--- src/rtl/twa_pkg.sv ---
// Shared types and helpers for the three-wire master arbiter.
package twa_pkg;

    // Arbiter FSM states, stored in a 3-bit register.
    typedef enum logic [2:0] {
        IDLE      = 3'd0,
        ISSUE     = 3'd1,
        WAIT_BUSY = 3'd2,
        WAIT_DONE = 3'd3,
        COMPLETE  = 3'd4
    } twa_state_e;

    // Ceiling log2 with a floor of 1, so a single requester still gets a 1-bit id.
    function automatic int twa_clog2(input int n);
        int r;
        r = 0;
        while ((1 << r) < n) r++;
        return (r < 1) ? 1 : r;
    endfunction

endpackage

--- src/rtl/threewire_req_picker.sv ---
// Combinational requester selection.
// Build option TWA_ROUND_ROBIN_EN: rotating priority starting after ptr;
// otherwise fixed priority with the lowest index winning (ptr ignored).
module threewire_req_picker
    import twa_pkg::*;
#(
    parameter int N = 4,
    parameter int W = twa_clog2(N)
) (
    input  logic [N-1:0] valid,
    input  logic [W-1:0] ptr,
    output logic [W-1:0] winner,
    output logic         found
);

`ifdef TWA_ROUND_ROBIN_EN
    int idx;

    // Scan N slots starting one past the last winner; first valid slot wins.
    always_comb begin
        winner = '0;
        found  = 1'b0;
        idx    = 0;
        for (int k = 1; k <= N; k++) begin
            idx = (int'(ptr) + k) % N;
            if (!found && valid[idx]) begin
                winner = W'(idx);
                found  = 1'b1;
            end
        end
    end
`else
    logic unused_ptr;
    assign unused_ptr = ^ptr;

    // Walk from the top down so the lowest set index is the last one written.
    always_comb begin
        winner = '0;
        found  = 1'b0;
        for (int k = N - 1; k >= 0; k--) begin
            if (valid[k]) begin
                winner = W'(k);
                found  = 1'b1;
            end
        end
    end
`endif

endmodule

--- src/rtl/threewire_master_arbiter.sv ---
// Shares one three-wire master between TWA_NUM_REQ requesters: picks a
// winner, latches its command, pulses start, follows the master's
// in-progress flag and returns read data plus a done pulse.
// Build option TWA_ROUND_ROBIN_EN selects rotating priority (see picker).
module threewire_master_arbiter
    import twa_pkg::*;
#(
    parameter int TWA_NUM_REQ      = 4,
    parameter int TWA_ADDRESS_BITS = 10,
    parameter int TWA_DATA_BITS    = 32,
    localparam int GW = twa_clog2(TWA_NUM_REQ)
) (
    input  logic                                  in_clk,
    input  logic                                  in_rst,
    input  logic [TWA_NUM_REQ-1:0]                in_req_valid,
    input  logic [TWA_NUM_REQ-1:0]                in_req_mode_wr,
    input  logic [TWA_NUM_REQ*TWA_ADDRESS_BITS-1:0] in_req_addr,
    input  logic [TWA_NUM_REQ*TWA_DATA_BITS-1:0]  in_req_wr_data,
    output logic [TWA_NUM_REQ-1:0]                out_req_ack,
    output logic [TWA_NUM_REQ-1:0]                out_req_done,
    output logic [TWA_DATA_BITS-1:0]              out_rd_data,
    output logic [GW-1:0]                         out_grant_id,
    output logic                                  out_busy,
    output logic                                  out_twm_start,
    output logic                                  out_twm_mode_wr,
    output logic [TWA_ADDRESS_BITS-1:0]           out_twm_addr,
    output logic [TWA_DATA_BITS-1:0]              out_twm_wr_data,
    input  logic [TWA_DATA_BITS-1:0]              in_twm_rd_data,
    input  logic                                  in_twm_in_progress
);

    twa_state_e    state, state_next;
    logic [GW-1:0] ptr;
    logic [GW-1:0] pick_w;
    logic          pick_found;
    logic          grant_now;

    threewire_req_picker #(.N(TWA_NUM_REQ), .W(GW)) u_picker (
        .valid  (in_req_valid),
        .ptr    (ptr),
        .winner (pick_w),
        .found  (pick_found)
    );

    assign grant_now = (state == IDLE) && pick_found;
    assign out_busy  = (state != IDLE);

`ifdef TWA_ROUND_ROBIN_EN
    // Last-winner pointer; reset to N-1 so requester 0 is searched first.
    always_ff @(posedge in_clk) begin
        if (in_rst)         ptr <= GW'(TWA_NUM_REQ - 1);
        else if (grant_now) ptr <= pick_w;
    end
`else
    assign ptr = '0;
`endif

    // State register.
    always_ff @(posedge in_clk) begin
        if (in_rst) state <= IDLE;
        else        state <= state_next;
    end

    // Next-state logic.
    always_comb begin
        state_next = state;
        case (state)
            IDLE:      if (pick_found)          state_next = ISSUE;
            ISSUE:                              state_next = WAIT_BUSY;
            WAIT_BUSY: if (in_twm_in_progress)  state_next = WAIT_DONE;
            WAIT_DONE: if (!in_twm_in_progress) state_next = COMPLETE;
            COMPLETE:                           state_next = IDLE;
            default:                            state_next = IDLE;
        endcase
    end

    // Registered outputs: command latch and start/ack on grant, read-data
    // capture and done when the master drops in-progress.
    always_ff @(posedge in_clk) begin
        if (in_rst) begin
            out_req_ack     <= '0;
            out_req_done    <= '0;
            out_rd_data     <= '0;
            out_grant_id    <= '0;
            out_twm_start   <= 1'b0;
            out_twm_mode_wr <= 1'b0;
            out_twm_addr    <= '0;
            out_twm_wr_data <= '0;
        end else begin
            out_twm_start <= 1'b0;
            out_req_ack   <= '0;
            out_req_done  <= '0;
            if (grant_now) begin
                out_grant_id    <= pick_w;
                out_twm_mode_wr <= in_req_mode_wr[pick_w];
                out_twm_addr    <= in_req_addr[pick_w*TWA_ADDRESS_BITS +: TWA_ADDRESS_BITS];
                out_twm_wr_data <= in_req_wr_data[pick_w*TWA_DATA_BITS +: TWA_DATA_BITS];
                out_twm_start   <= 1'b1;
                out_req_ack     <= TWA_NUM_REQ'(1) << pick_w;
            end
            if (state == WAIT_DONE && !in_twm_in_progress) begin
                if (!out_twm_mode_wr) out_rd_data <= in_twm_rd_data;
                out_req_done <= TWA_NUM_REQ'(1) << out_grant_id;
            end
        end
    end

endmodule
--- config.mk ---
export PLATFORM = sky130hd
export DESIGN_NAME = threewire_master_arbiter
export DESIGN_NICKNAME = d
export VERILOG_FILES = /design/src/rtl/twa_pkg.sv /design/src/rtl/threewire_req_picker.sv /design/src/rtl/threewire_master_arbiter.sv
export SDC_FILE = /design/constraint.sdc
export NUM_CORES = 1
export LEC_CHECK = 0
export BUFFER_PORTS_ARGS = -buffer_cell sky130_fd_sc_hd__buf_4
export CORE_MARGIN = 3
export CORE_UTILIZATION = 39
export DETAILED_ROUTE_END_ITERATION = 10
export PLACE_DENSITY = 0.77
export SLEW_MARGIN = 0
export SYNTH_ARGS = -nofsm -noshare
export SYNTH_HDL_FRONTEND = slang
export SYNTH_SLANG_ARGS = --single-unit
--- constraint.sdc ---
create_clock -name in_clk -period 1.55 [get_ports in_clk]
set_input_delay 0.155 -clock in_clk [delete_from_list [all_inputs] [get_ports in_clk]]
set_output_delay 0.155 -clock in_clk [all_outputs]
set_load 0.02 [all_outputs]
# ---- After elaboration in Yosys (flattened, before gate mapping)
# Index checks and enable logic that the tools add are counted.
dict set report op_classes {
  n_bitwise 3
  shift 4
  eq_ne 6
  mux 15
  order_cmp 1
  reduce_logical 9
  n_mul 1
}
# cell n
set op_table {}
lappend op_table {{$shiftx A128 B8 Y32} 1}
lappend op_table {{$shiftx A40 B7 Y10} 1}
lappend op_table {{$pmux W3 S4} 1}
lappend op_table {{$mux W3} 3}
lappend op_table {{$mux W2} 4}
lappend op_table {{$shl A1 B2 Y4 const A} 2}
lappend op_table {{$eq A3 B2 Y1 const B} 2}
lappend op_table {{$mux W1} 6}
lappend op_table {{$ne A2 B2 Y1 const B} 3}
lappend op_table {{$mul A2 B3 Y5 const B} 1}
lappend op_table {{$reduce_or A2 Y1} 2}
lappend op_table {{$eq A3 B1 Y1 const B} 1}
lappend op_table {{$logic_not A3 Y1} 1}
lappend op_table {{$lt A2 B3 Y1 const B} 1}
lappend op_table {{$not A1 Y1} 3}
lappend op_table {{$reduce_and A3 Y1} 1}
lappend op_table {{$reduce_bool A3 Y1} 1}
lappend op_table {{$bmux W1 S2} 1}
lappend op_table {{$logic_and A1 B1 Y1} 2}
lappend op_table {{$reduce_and A2 Y1} 1}
lappend op_table {{$logic_not A1 Y1} 1}
dict set report totals {
  reg_bits 89
  input_bits 211
  output_inout_bits 87
  word_cells 48
}

# ---- Depth between registers and ports, before layout
# Gate-level depths: netlist of run 1.
dict set report depth {
  word_depth 7
  depth_mapped 6
  depth_no_buf 4
}

# ---- Hierarchy
# From an unflattened synthesis of run 1, not the netlist that was laid out.
dict set report unflattened {
  hier_cells 342
  hier_area_um2 4020.1
}
# mod seq_area_each_um2 cells_each area_each_um2 n_inst
set modules_own_cells {}
lappend modules_own_cells {threewire_master_arbiter 1781.7 335 3985.1 1}
lappend modules_own_cells {threewire_req_picker 0.0 7 35.0 1}

# ---- Worst setup path after synthesis of run 1
# No wires, ideal clock.
dict set report synth_timing {
  path_type {input-to-reg}
  start {in in_req_valid[0]}
  end {reg out_twm_wr_data[0]}
  n_path_buf 2
  cell_stages 6
  required_ns 1.433
  setup_time_ns 0.117
  arrival_time_ns 1.341
  setup_slack_ns 0.091
  path_cell_list {buf_6 -> or4_4 -> nand3_4 -> inv_4 -> buf_6 -> a32o_1}
}
dict set report synth_between {
  elab_chain_len 2
  elab_cells_between_ends 4
  classes_between {shift (1); mux (2); reduce/logical (1)}
}
# element line
set synth_lines {}
lappend synth_lines {{start: declaration} threewire_master_arbiter.sv:15} ;# input logic [TWA_NUM_REQ-1:0] in_req_valid,
lappend synth_lines {{$mux W2 / $mux W1 (equally long branches)} threewire_req_picker.sv:41} ;# if (valid[k]) begin
lappend synth_lines {{$shiftx A128 B8 Y32 / $logic_and A1 B1 Y1 (equally long branches)} {threewire_master_arbiter.sv:97, threewire_master_arbiter.sv:45}}
lappend synth_lines {{end signal: assignment} threewire_master_arbiter.sv:97} ;# out_twm_wr_data <= in_req_wr_data[pick_w*TWA_DATA_BITS +: TWA_DATA_BITS];
lappend synth_lines {{end: declaration} threewire_master_arbiter.sv:27} ;# output logic [TWA_DATA_BITS-1:0] out_twm_wr_data,
# Several ways; a longest one is shown, not always the timed one.
# A chain may end at the register's enable or synchronous reset.

# ---- Worst setup path in the final report of run 1
dict set report layout_timing {
  start {reg state[0]}
  end {out out_busy}
}
dict set report layout_between {
  elab_chain_len 1
}
# element line
set layout_lines {}
lappend layout_lines {{start: declaration} threewire_master_arbiter.sv:32} ;# twa_state_e state, state_next;
lappend layout_lines {{start signal: assignment} threewire_master_arbiter.sv:61} ;# else state <= state_next;
lappend layout_lines {{$reduce_bool A3 Y1} threewire_master_arbiter.sv:46} ;# assign out_busy = (state != IDLE);
lappend layout_lines {{end: declaration} threewire_master_arbiter.sv:23} ;# output logic out_busy,
# Every way passes these cells.

==> results of run 1 <==
[layer usage]
layer  up-vias  global-route usage [%]
met5         -                       0
met4         0                    9.20
met3        34                    5.91
met2       270                    43.2
met1      2511                    28.3
li1       2587                       -
[how the worst max path moves through the flow]
stage / endpoint / slack, ns / depth (start not counted)
after CTS: out_busy / 0.03 / 4
after global placement: out_twm_addr[8] / -0.04 / 5
after floorplan: out_twm_wr_data[0] / 0.09 / 6
final: out_busy / 0.10 / 4
after global routing: out_busy / 0.03 / 4
after detailed placement: out_twm_addr[8] / -0.05 / 5
[layout by cell type (no fill, tap or decap), types with 2 or more instances in the layout]
cell / count
inv_6: 2
inv_2: 2
a32o_1: 42
buf_4: 313
nor3_1: 4
and3_1: 2
nor4_1: 2
nor2_1: 2
a21oi_1: 75
buf_12: 6
nor3b_1: 45
nand3_1: 32
inv_1: 4
clkinv_4: 2
o31ai_1: 43
o21ai_1: 34
clkbuf_16: 9
nor3_4: 2
dfxtp_1: 89
o21bai_1: 44
a221oi_1: 2
nor2b_1: 43
[metrics by stage]
stage               instances  hold WS (ns)  power, mW  setup WS (ns)
finish                    957        0.0849       6.81          0.102
global route              957        0.0899       7.11         0.0298
CTS                       957        0.0766       6.86         0.0333
detailed placement        941         0.431       4.63        -0.0540
global placement          941         0.424       4.59        -0.0397
floorplan                 543         0.303       3.68         0.0912
[synthesized netlist by cell type, types with 2 or more instances]
library cell / instances / area (um2)
a21oi_1: 75 / 375
a221oi_1: 2 / 17.5
a32o_1: 42 / 420
and3_1: 2 / 12.5
buf_2: 4 / 20.0
buf_6: 10 / 113
clkbuf_1: 43 / 161
dfxtp_1: 89 / 1780
dlygate4sd1_1: 3 / 26.3
dlygate4sd3_1: 3 / 30.0
inv_1: 4 / 15.0
inv_2: 2 / 7.51
nand3_1: 32 / 160
nor2_1: 3 / 11.3
nor2b_1: 43 / 269
nor3_1: 4 / 20.0
nor3_2: 2 / 20.0
nor3b_1: 45 / 338
nor4_1: 2 / 12.5
o21ai_1: 34 / 170
o21bai_1: 44 / 330
o31ai_1: 43 / 323
[critical path, stage by stage, from the launching register on]
cell	delay, ns
dfxtp_1	0.35
nor3_4	0.25
buf_4	0.17
inv_2	0.04
buf_4	0.15
[final cells by class]
class | instances | area (um2) | area share [%]
timing repair buffer | 319 | 2470 | 33.5
clock buffer | 11 | 243 | 3.30
tap | 143 | 179 | 2.43
sequential | 89 | 1780 | 24.2
multi-input combinational | 383 | 2590 | 35.2
inverter | 7 | 31.3 | 0.425
clock inverter | 5 | 63.8 | 0.867
[kinds of logic after synthesis]
family / Yosys count
AND/OR/NAND/NOR: 140
AO/OA/AOI/OAI: 243
buffers and inverters: 71
flip-flops: 89
[repair_timing]
action,CTS,global route
buffers inserted,0,0
hold buffers,0,0
pin swaps,0,1
resized for setup,1,2
setup endpoints to repair,1,53
[power by group]
| group | leakage, nW | switching [mW] | total (mW) | internal (mW) |
|---|---|---|---|---|
| sequential | 0.728 | 0.130 | 2.63 | 2.50 |
| clock | 0.146 | 0.913 | 2.22 | 1.31 |
| combinational | 2.35 | 0.996 | 1.97 | 0.971 |
| total | 3.22 | 2.04 | 6.81 | 4.77 |
[sequential cells by signal (all words and copies together), names as in the netlist]
| register | count |
|---|---|
| out_rd_data | 32 |
| out_twm_wr_data | 32 |
| out_twm_addr | 10 |
| out_req_ack | 4 |
| out_req_done | 4 |
| state | 3 |
| out_grant_id | 2 |
| out_twm_mode_wr | 1 |
| out_twm_start | 1 |
==> impl_metrics.json, run 1 <==
{
  "areaGrowthSynthToFinish_pct": 55.3,
  "clk_path_buf_depth": 2,
  "grt_max_degree": 60,
  "ant_nets": 0,
  "htree_levels": 3,
  "cp.arrival_ns": 1.29,
  "routed_via_density": 5.64,
  "die-area_mm2": 0.0135,
  "antennaDiodeCount": 0,
  "synth_mux_area_share_pct": 0,
  "critPathMaxFanout": 5,
  "endpoint_kind": "output port",
  "max-vdd-ir-drop_uv": 475,
  "yosysWarnings": 0,
  "p_leak_nw": 3.22,
  "cts_tree": "built",
  "synth_fa_ha_area_share_pct": 0,
  "worstHoldPathType": "in2reg",
  "wl_met3_um": 1650,
  "synth_ff_type": "dfxtp_1",
  "holdCritStartpoint": "in_twm_rd_data[22]",
  "grtUsageTotal_pct": 24.4,
  "worstMarginPinSlew_ns": 0.430,
  "gp_congestion": 0.840,
  "drt_pass1_iterations": 5,
  "reg2reg_slack_ns": 0.14,
  "outcome": "finished clean",
  "worstSetupPathType": "reg2out",
  "placed_cell_area_mm2": 0.00704,
  "antenna_found_initial": 0,
  "remaining_drc_errors": 0,
  "io_buffers": 297,
  "drive_above_1_share_pct": 42.4,
  "synth-seq-cells": 89,
  "dpl.hpwl_um": 13700,
  "die_y_um": 116,
  "start_kind": "flop",
  "routedWlPerCell_um": 18.3,
  "max_clock_freq_mhz": 691,
  "start_util_pct": 40.7,
  "fp.coreArea_mm2": 0.0117,
  "num_rows": 39,
  "cts.sinks": 89,
  "cap_violations": 0,
  "grt.overflow.total": 0,
  "reg2reg_from": "state[2]",
  "cp-startpoint": "state[0]",
  "grt_first_pass_wirelength_um": 26200,
  "maxSlewViolCount": 0,
  "io_pins": 298,
  "dr.max_layer_used": "met4",
  "synthSimpleGateAreaFrac_pct": 19.1,
  "root_buffer": "clkbuf_16",
  "ys_async_sr_fraction_pct": 0,
  "grt_pass1_vias": 5220,
  "ys_seq_area_share_pct": 37.6,
  "fillers": 988,
  "slew_headroom_pct": 71.1,
  "r2r_end": "out_twm_wr_data[16]",
  "synth_edf_count": 0,
  "synth_xor_area_share_pct": 0,
  "synthesis.nets": 754,
  "die_w_um": 116,
  "m1WireLength_um": 6660,
  "cts_inserted_buffers": 9,
  "synth.avg_cell_area_um2": 8.73,
  "insertion_delay_ns": 0.33,
  "synth_top_family_by_area": "compound AO/OA/AOI/OAI gates",
  "critPathRequiredTime_ns": 1.39,
  "rsz0062_at_grt": "no",
  "fin_setup_tns_ns": 0,
  "wl_met2_um": 8680,
  "via_count": 5402,
  "cts.clk_slew.worst_paths_ns": 0.06,
  "min_path_cells": 3,
  "synth_compound_area_share_pct": 35.3,
  "hold_violations": 0,
  "nets": 1020,
  "dr.first_iter.drc_count": 438,
  "holdPathEnd": "out_rd_data[22]",
  "r2r_cells": 4,
  "syn_area_mm2": 0.00474,
  "utilization_pct": 63.1,
  "drt_wl_total_um": 17500,
  "synthCells": 543,
  "fin_skew_ns": 0.00692,
  "p_per_area_mw_per_mm2": 925,
  "synth_cell_types": 34,
  "min_period_ns": 1.45,
  "finalSetupViolations": 0,
  "period_share_pct": 93.4,
  "final_cell_area_mm2": 0.00736
}
No activity file was read; power rests on OpenSTA's default activity.
==> run 2: changes to the inputs <==
--- a/config.mk
+++ b/config.mk
@@ -6,7 +6,7 @@
 export NUM_CORES = 1
 export LEC_CHECK = 0
 export BUFFER_PORTS_ARGS = -buffer_cell sky130_fd_sc_hd__buf_4
-export CORE_MARGIN = 3
+export CORE_MARGIN = 4
 export CORE_UTILIZATION = 39
 export DETAILED_ROUTE_END_ITERATION = 10
 export PLACE_DENSITY = 0.77
==> impl_metrics.json, run 2 (synthesis results as in run 1) <==
{
  "switching_share_pct": 29.6,
  "critPathRequiredTime_ns": 1.39,
  "postCtsSetupBuffers": 0,
  "cts_inserted_buffers": 9,
  "fin_skew_ns": 0.00423,
  "mostFrequentLayoutCell": "buf_4",
  "internal_power_mw": 4.78,
  "netSwitchingPower_mw": 2.01,
  "period_share_pct": 93.8,
  "max_clock_freq_mhz": 688,
  "die-area_mm2": 0.0140,
  "dr.first_iter.drc_count": 301,
  "gp_congestion": 0.879,
  "routed_via_density": 5.55,
  "areaGrowthSynthToFinish_pct": 55.6,
  "cts_tree": "built",
  "fillers": 1018,
  "htree_levels": 3,
  "p_leak_nw": 3.22,
  "slew_headroom_pct": 66.8,
  "remaining_drc_errors": 0,
  "p_clk_share_pct": 32.2,
  "cp.arrival_ns": 1.30,
  "cts.sinks": 89,
  "mostFrequentLayoutCells": "buf_4 (312), dfxtp_1 (89), a21oi_1 (75)",
  "cts.clk_slew.worst_paths_ns": 0.06,
  "critPathMaxFanout": 6,
  "start_util_pct": 39.6,
  "drt_pass1_iterations": 4,
  "max-vdd-ir-drop_uv": 441,
  "dpl.hpwl_um": 13300,
  "finalSetupViolations": 0,
  "antenna_found_initial": 0,
  "p_per_area_mw_per_mm2": 920,
  "die_w_um": 118,
  "power_frac_seq_pct": 38.8,
  "antennaDiodeCount": 0,
  "num_rows": 40,
  "start_kind": "flop",
  "via_count": 5338,
  "worstHoldPathType": "in2reg",
  "grt_pass1_vias": 5393,
  "power_frac_comb_pct": 29.0,
  "nets": 1020,
  "maxSlewViolCount": 0,
  "worstSetupPathType": "reg2out",
  "fp.coreArea_mm2": 0.0120,
  "clk_path_buf_depth": 2,
  "worstMarginPinSlew_ns": 0.498,
  "die_y_um": 118,
  "cap_violations": 0,
  "ant_nets": 0,
  "routedWlPerCell_um": 17.9,
  "hold_buffers": 0,
  "rsz0062_at_grt": "no",
  "root_buffer": "clkbuf_16",
  "insertion_delay_ns": 0.33,
  "grtUsageTotal_pct": 23.6,
  "outcome": "finished clean",
  "grt_first_pass_wirelength_um": 27300,
  "min_period_ns": 1.45,
  "utilization_pct": 61.7,
  "grt_max_degree": 52,
  "io_buffers": 297,
  "endpoint_kind": "output port",
  "hold_violations": 0,
  "drive_above_1_share_pct": 42.4,
  "grt.overflow.total": 0,
  "top_regs": "out_rd_data: 32 flops, out_twm_wr_data: 32 flops, out_twm_addr: 10 flops",
  "worst_hold_slack_ns": 0.0866,
  "drt_wl_total_um": 17200,
  "io_pins": 298
}
-- run 2: changes by cell type in the layout (fill, tap and decap cells not counted) --
cell        change
clkinv_4        -1
buf_12          +1
buf_4           -1
clkinvlp_4      +1
-- run 2: power by group through the flow --
stage / Combinational, mW / Sequential [mW] / Clock (mW)
finish: 1.97 / 2.63 / 2.19
global route: 2.11 / 2.65 / 2.32
CTS: 1.97 / 2.63 / 2.25
detailed placement: 1.97 / 2.68 / 0
global placement: 1.93 / 2.67 / 0
floorplan: 0.783 / 2.89 / 0
-- run 2: path summary, 6_finish.rpt --
check                           cells after the start               start  slack (ns)            endpoint
worst min-delay path                                3  in_twm_rd_data[23]        0.09     out_rd_data[23]
worst min register to register                      1     out_twm_addr[3]        0.47     out_twm_addr[3]
worst max register to register                      4            state[2]        0.12  out_twm_wr_data[6]
worst max-delay path                                4            state[2]         0.1            out_busy
-- run 2: cell type report --
| class | count | area (um2) | area share (%) |
|---|---|---|---|
| inverters | 7 | 31.3 | 0.424 |
| clock inverters | 5 | 62.6 | 0.848 |
| clock buffers | 11 | 243 | 3.29 |
| flip-flops and latches | 89 | 1780 | 24.1 |
| repair buffers | 319 | 2480 | 33.6 |
| multi-input cells | 383 | 2590 | 35.2 |
| well taps | 147 | 184 | 2.49 |
-- run 2: worst max-delay path: stages (launching register included) --
cell     delay (ns)
dfxtp_1        0.40
nor3_4         0.21
buf_4          0.18
inv_2          0.04
buf_4          0.15
-- run 2: what timing repair did --
item                                   CTS  global route
resized for setup                        1             2
endpoints found under the hold margin    0             0
gates cloned                             0             0
setup endpoints to repair                1            48
pin swaps                                0             1
-- run 2: through the flow --
step           worst slack [ns]  instances  power [mW]  area, um2  setup TNS, ns
2_1_floorplan            0.0912        543        3.68       4740              0
3_3_place_gp            -0.0274        945        4.60       7060        -0.0274
3_5_place_dp            -0.0523        945        4.64       7060         -0.738
4_1_cts                  0.0298        961        6.85       7370              0
5_1_grt                  0.0148        961        7.09       7380              0
6_report                 0.0956        961        6.79       7380              0
-- run 2: routing by layer --
layer	track usage [%]	vias to the layer above	part of all wire, %
met3	6.51	40	8.3
met4	10.8	0	3.8
met2	40.1	249	48
li1	-	2581	-
met1	27.5	2468	39
met5	0	-	0
==> run 3: changes to the inputs <==
--- a/config.mk
+++ b/config.mk
@@ -5,11 +5,12 @@
 export SDC_FILE = /design/constraint.sdc
 export NUM_CORES = 1
 export LEC_CHECK = 0
+export ABC_AREA = 1
 export BUFFER_PORTS_ARGS = -buffer_cell sky130_fd_sc_hd__buf_4
 export CORE_MARGIN = 4
-export CORE_UTILIZATION = 39
+export CORE_UTILIZATION = 40
 export DETAILED_ROUTE_END_ITERATION = 10
-export PLACE_DENSITY = 0.77
+export PLACE_DENSITY = 0.76
 export SLEW_MARGIN = 0
 export SYNTH_ARGS = -nofsm -noshare
 export SYNTH_HDL_FRONTEND = slang
==> impl_metrics.json, run 3 <==
{
  "yosysMostFrequentCell": "inv_1",
  "fin_ws_ns": 0.111,
  "max_clock_freq_mhz": 695,
  "final_cell_area_mm2": 0.00830,
  "drive_above_1_share_pct": 29.1,
  "switching_share_pct": 33.0,
  "maxSlewViolCount": 0,
  "endpoint_kind": "output port",
  "cp.arrival_ns": 1.28,
  "hold_buffers": 0,
  "worstPathCellList": "nor2_1 -> inv_1 -> nor2_2 -> buf_4 -> inv_1 -> buf_4",
  "die_y_um": 125,
  "start_util_pct": 40.9,
  "yosysWarnings": 0,
  "internal_power_mw": 5.12,
  "synth_area_leaders": "dfxtp_1 (33%), nand3_1 (20%), inv_1 (18%), nand2_1 (9.6%), nor2_1 (6.6%)",
  "finalSetupViolations": 0,
  "grtUsageTotal_pct": 23.6,
  "htree_levels": 3,
  "synth_cell_types": 21,
  "fin_setup_tns_ns": 0,
  "slowest_stage": "dfxtp_1",
  "routedWlPerCell_um": 13.4,
  "num_rows": 42,
  "dpl.hpwl_um": 14700,
  "p_per_area_mw_per_mm2": 922,
  "antennaDiodeCount": 0,
  "root_buffer": "clkbuf_16",
  "ys_seq_area_share_pct": 32.7,
  "cap_violations": 0,
  "cts.clk_slew.worst_paths_ns": 0.06,
  "max-vdd-ir-drop_uv": 493,
  "synth.avg_cell_area_um2": 5.81,
  "min_period_ns": 1.44,
  "dr.first_iter.drc_count": 349,
  "gp_congestion": 0.917,
  "grt_first_pass_wirelength_um": 30100,
  "p_leak_nw": 4.94,
  "fin_skew_ns": 0.00729,
  "synth_top_area_share_pct": 32.7,
  "grt_max_degree": 65,
  "cts_tree": "built",
  "synthesis.nets": 1148,
  "syn_area_mm2": 0.00544,
  "netSwitchingPower_mw": 2.53,
  "hold_violations": 0,
  "placed_cell_area_mm2": 0.00794,
  "clk_path_buf_depth": 2,
  "die-area_mm2": 0.0155,
  "finalPower_mw": 7.65,
  "remaining_drc_errors": 0,
  "areaGrowthSynthToFinish_pct": 52.5,
  "critPathRequiredTime_ns": 1.39,
  "routed_via_density": 4.65,
  "mostFrequentLayoutCells": "buf_4 (320), inv_1 (258), nand3_1 (216)",
  "mostFrequentLayoutCell": "buf_4",
  "fillers": 1293,
  "antenna_found_initial": 0,
  "power_frac_comb_pct": 34.8,
  "critPathMaxStageDelay_ns": 0.33,
  "slew_headroom_pct": 69.0,
  "grt_pass1_vias": 6075,
  "drt_pass1_iterations": 5,
  "synthCells": 937,
  "insertion_delay_ns": 0.34,
  "cp.buffers_inverters": 4,
  "outcome": "finished clean",
  "die_w_um": 125,
  "nets": 1431,
  "fp.coreArea_mm2": 0.0133,
  "ant_nets": 0,
  "drt_wl_total_um": 18800,
  "worstMarginPinSlew_ns": 0.461,
  "synth_common_cells": "inv_1 (258), nand3_1 (216), nand2_1 (139)",
  "place_ws_ns": 0.0304,
  "p_clk_share_pct": 29.8,
  "period_share_pct": 92.9,
  "cts_inserted_buffers": 9,
  "power_frac_seq_pct": 35.3,
  "start_kind": "flop",
  "synth_edf_count": 0,
  "path_delay_family": "buffers and inverters",
  "io_pins": 298,
  "grt.overflow.total": 0,
  "critPathMaxFanout": 4,
  "worstSetupPathType": "reg2out",
  "top_regs": "out_rd_data: 32 flops, out_twm_wr_data: 32 flops, out_twm_addr: 10 flops",
  "ys_async_sr_fraction_pct": 0,
  "synth-seq-cells": 89,
  "via_count": 6521,
  "io_buffers": 297,
  "worstHoldPathType": "in2reg",
  "synth_top_area_cell": "dfxtp_1",
  "synth_ff_type": "dfxtp_1",
  "cts.sinks": 89
}
==> run 3: worst paths after layout <==
path | startpoint | to | slack [ns] | cells after the start
worst min register to register | out_rd_data[6] | out_rd_data[6] | 0.44 | 2
worst max register to register | state[1] | out_rd_data[9] | 0.13 | 6
worst min-delay path | in_twm_in_progress | state[2] | 0.03 | 2
worst max-delay path | state[0] | out_busy | 0.11 | 6
==> run 3: final cells by class <==
type	instances	area [um2]	share of cell area, %
multi-input cells	528	2390	28.8
well taps	176	220	2.65
flip-flops and latches	89	1780	21.5
clock inverters	5	60.1	0.724
clock buffers	11	253	3.05
repair buffers	330	2610	31.4
inverters	262	988	11.9
==> run 3: routing by layer <==
metal | up-vias | share of wire [%] | global-route usage [%]
met4 | 0 | 2.6 | 8.83
met1 | 2858 | 42 | 29.7
met2 | 264 | 47 | 38.7
li1 | 3369 | - | -
met5 | - | 0 | 0
met3 | 30 | 8.4 | 5.92
==> run 3: cells by family (layout without fill, tap and decap cells) <==
family	count (synthesis)	in the layout	share of synthesized area [%]
DFF	89	89	32.7
buffers and inverters	320	608	23.5
and+or+nand+nor	455	455	36.8
AOI/OAI and AO/OA	73	73	6.88
==> run 3: metrics by stage <==
stage	util, %	cells	hold slack [ns]
2_1_floorplan	-	937	0.255
3_3_place_gp	59.7	1382	0.376
3_5_place_dp	59.7	1382	0.375
4_1_cts	62.0	1398	0.0104
5_1_grt	62.4	1401	0.0325
6_report	62.4	1401	0.0288
==> run 3: what timing repair did <==
action,4_1_cts,5_1_grt
gates resized for setup,0,5
buffers inserted,0,2
endpoints found under the setup margin,0,37
hold endpoints to repair,0,0
==> run 3: power groups by stage <==
stage / combinational [mW] / clock (mW) / sequential, mW
floorplan: 1.14 / 0 / 3.02
finish: 2.66 / 2.28 / 2.70
detailed placement: 2.62 / 0 / 2.75
global route: 2.94 / 2.42 / 2.73
global placement: 2.59 / 0 / 2.75
CTS: 2.62 / 2.33 / 2.70
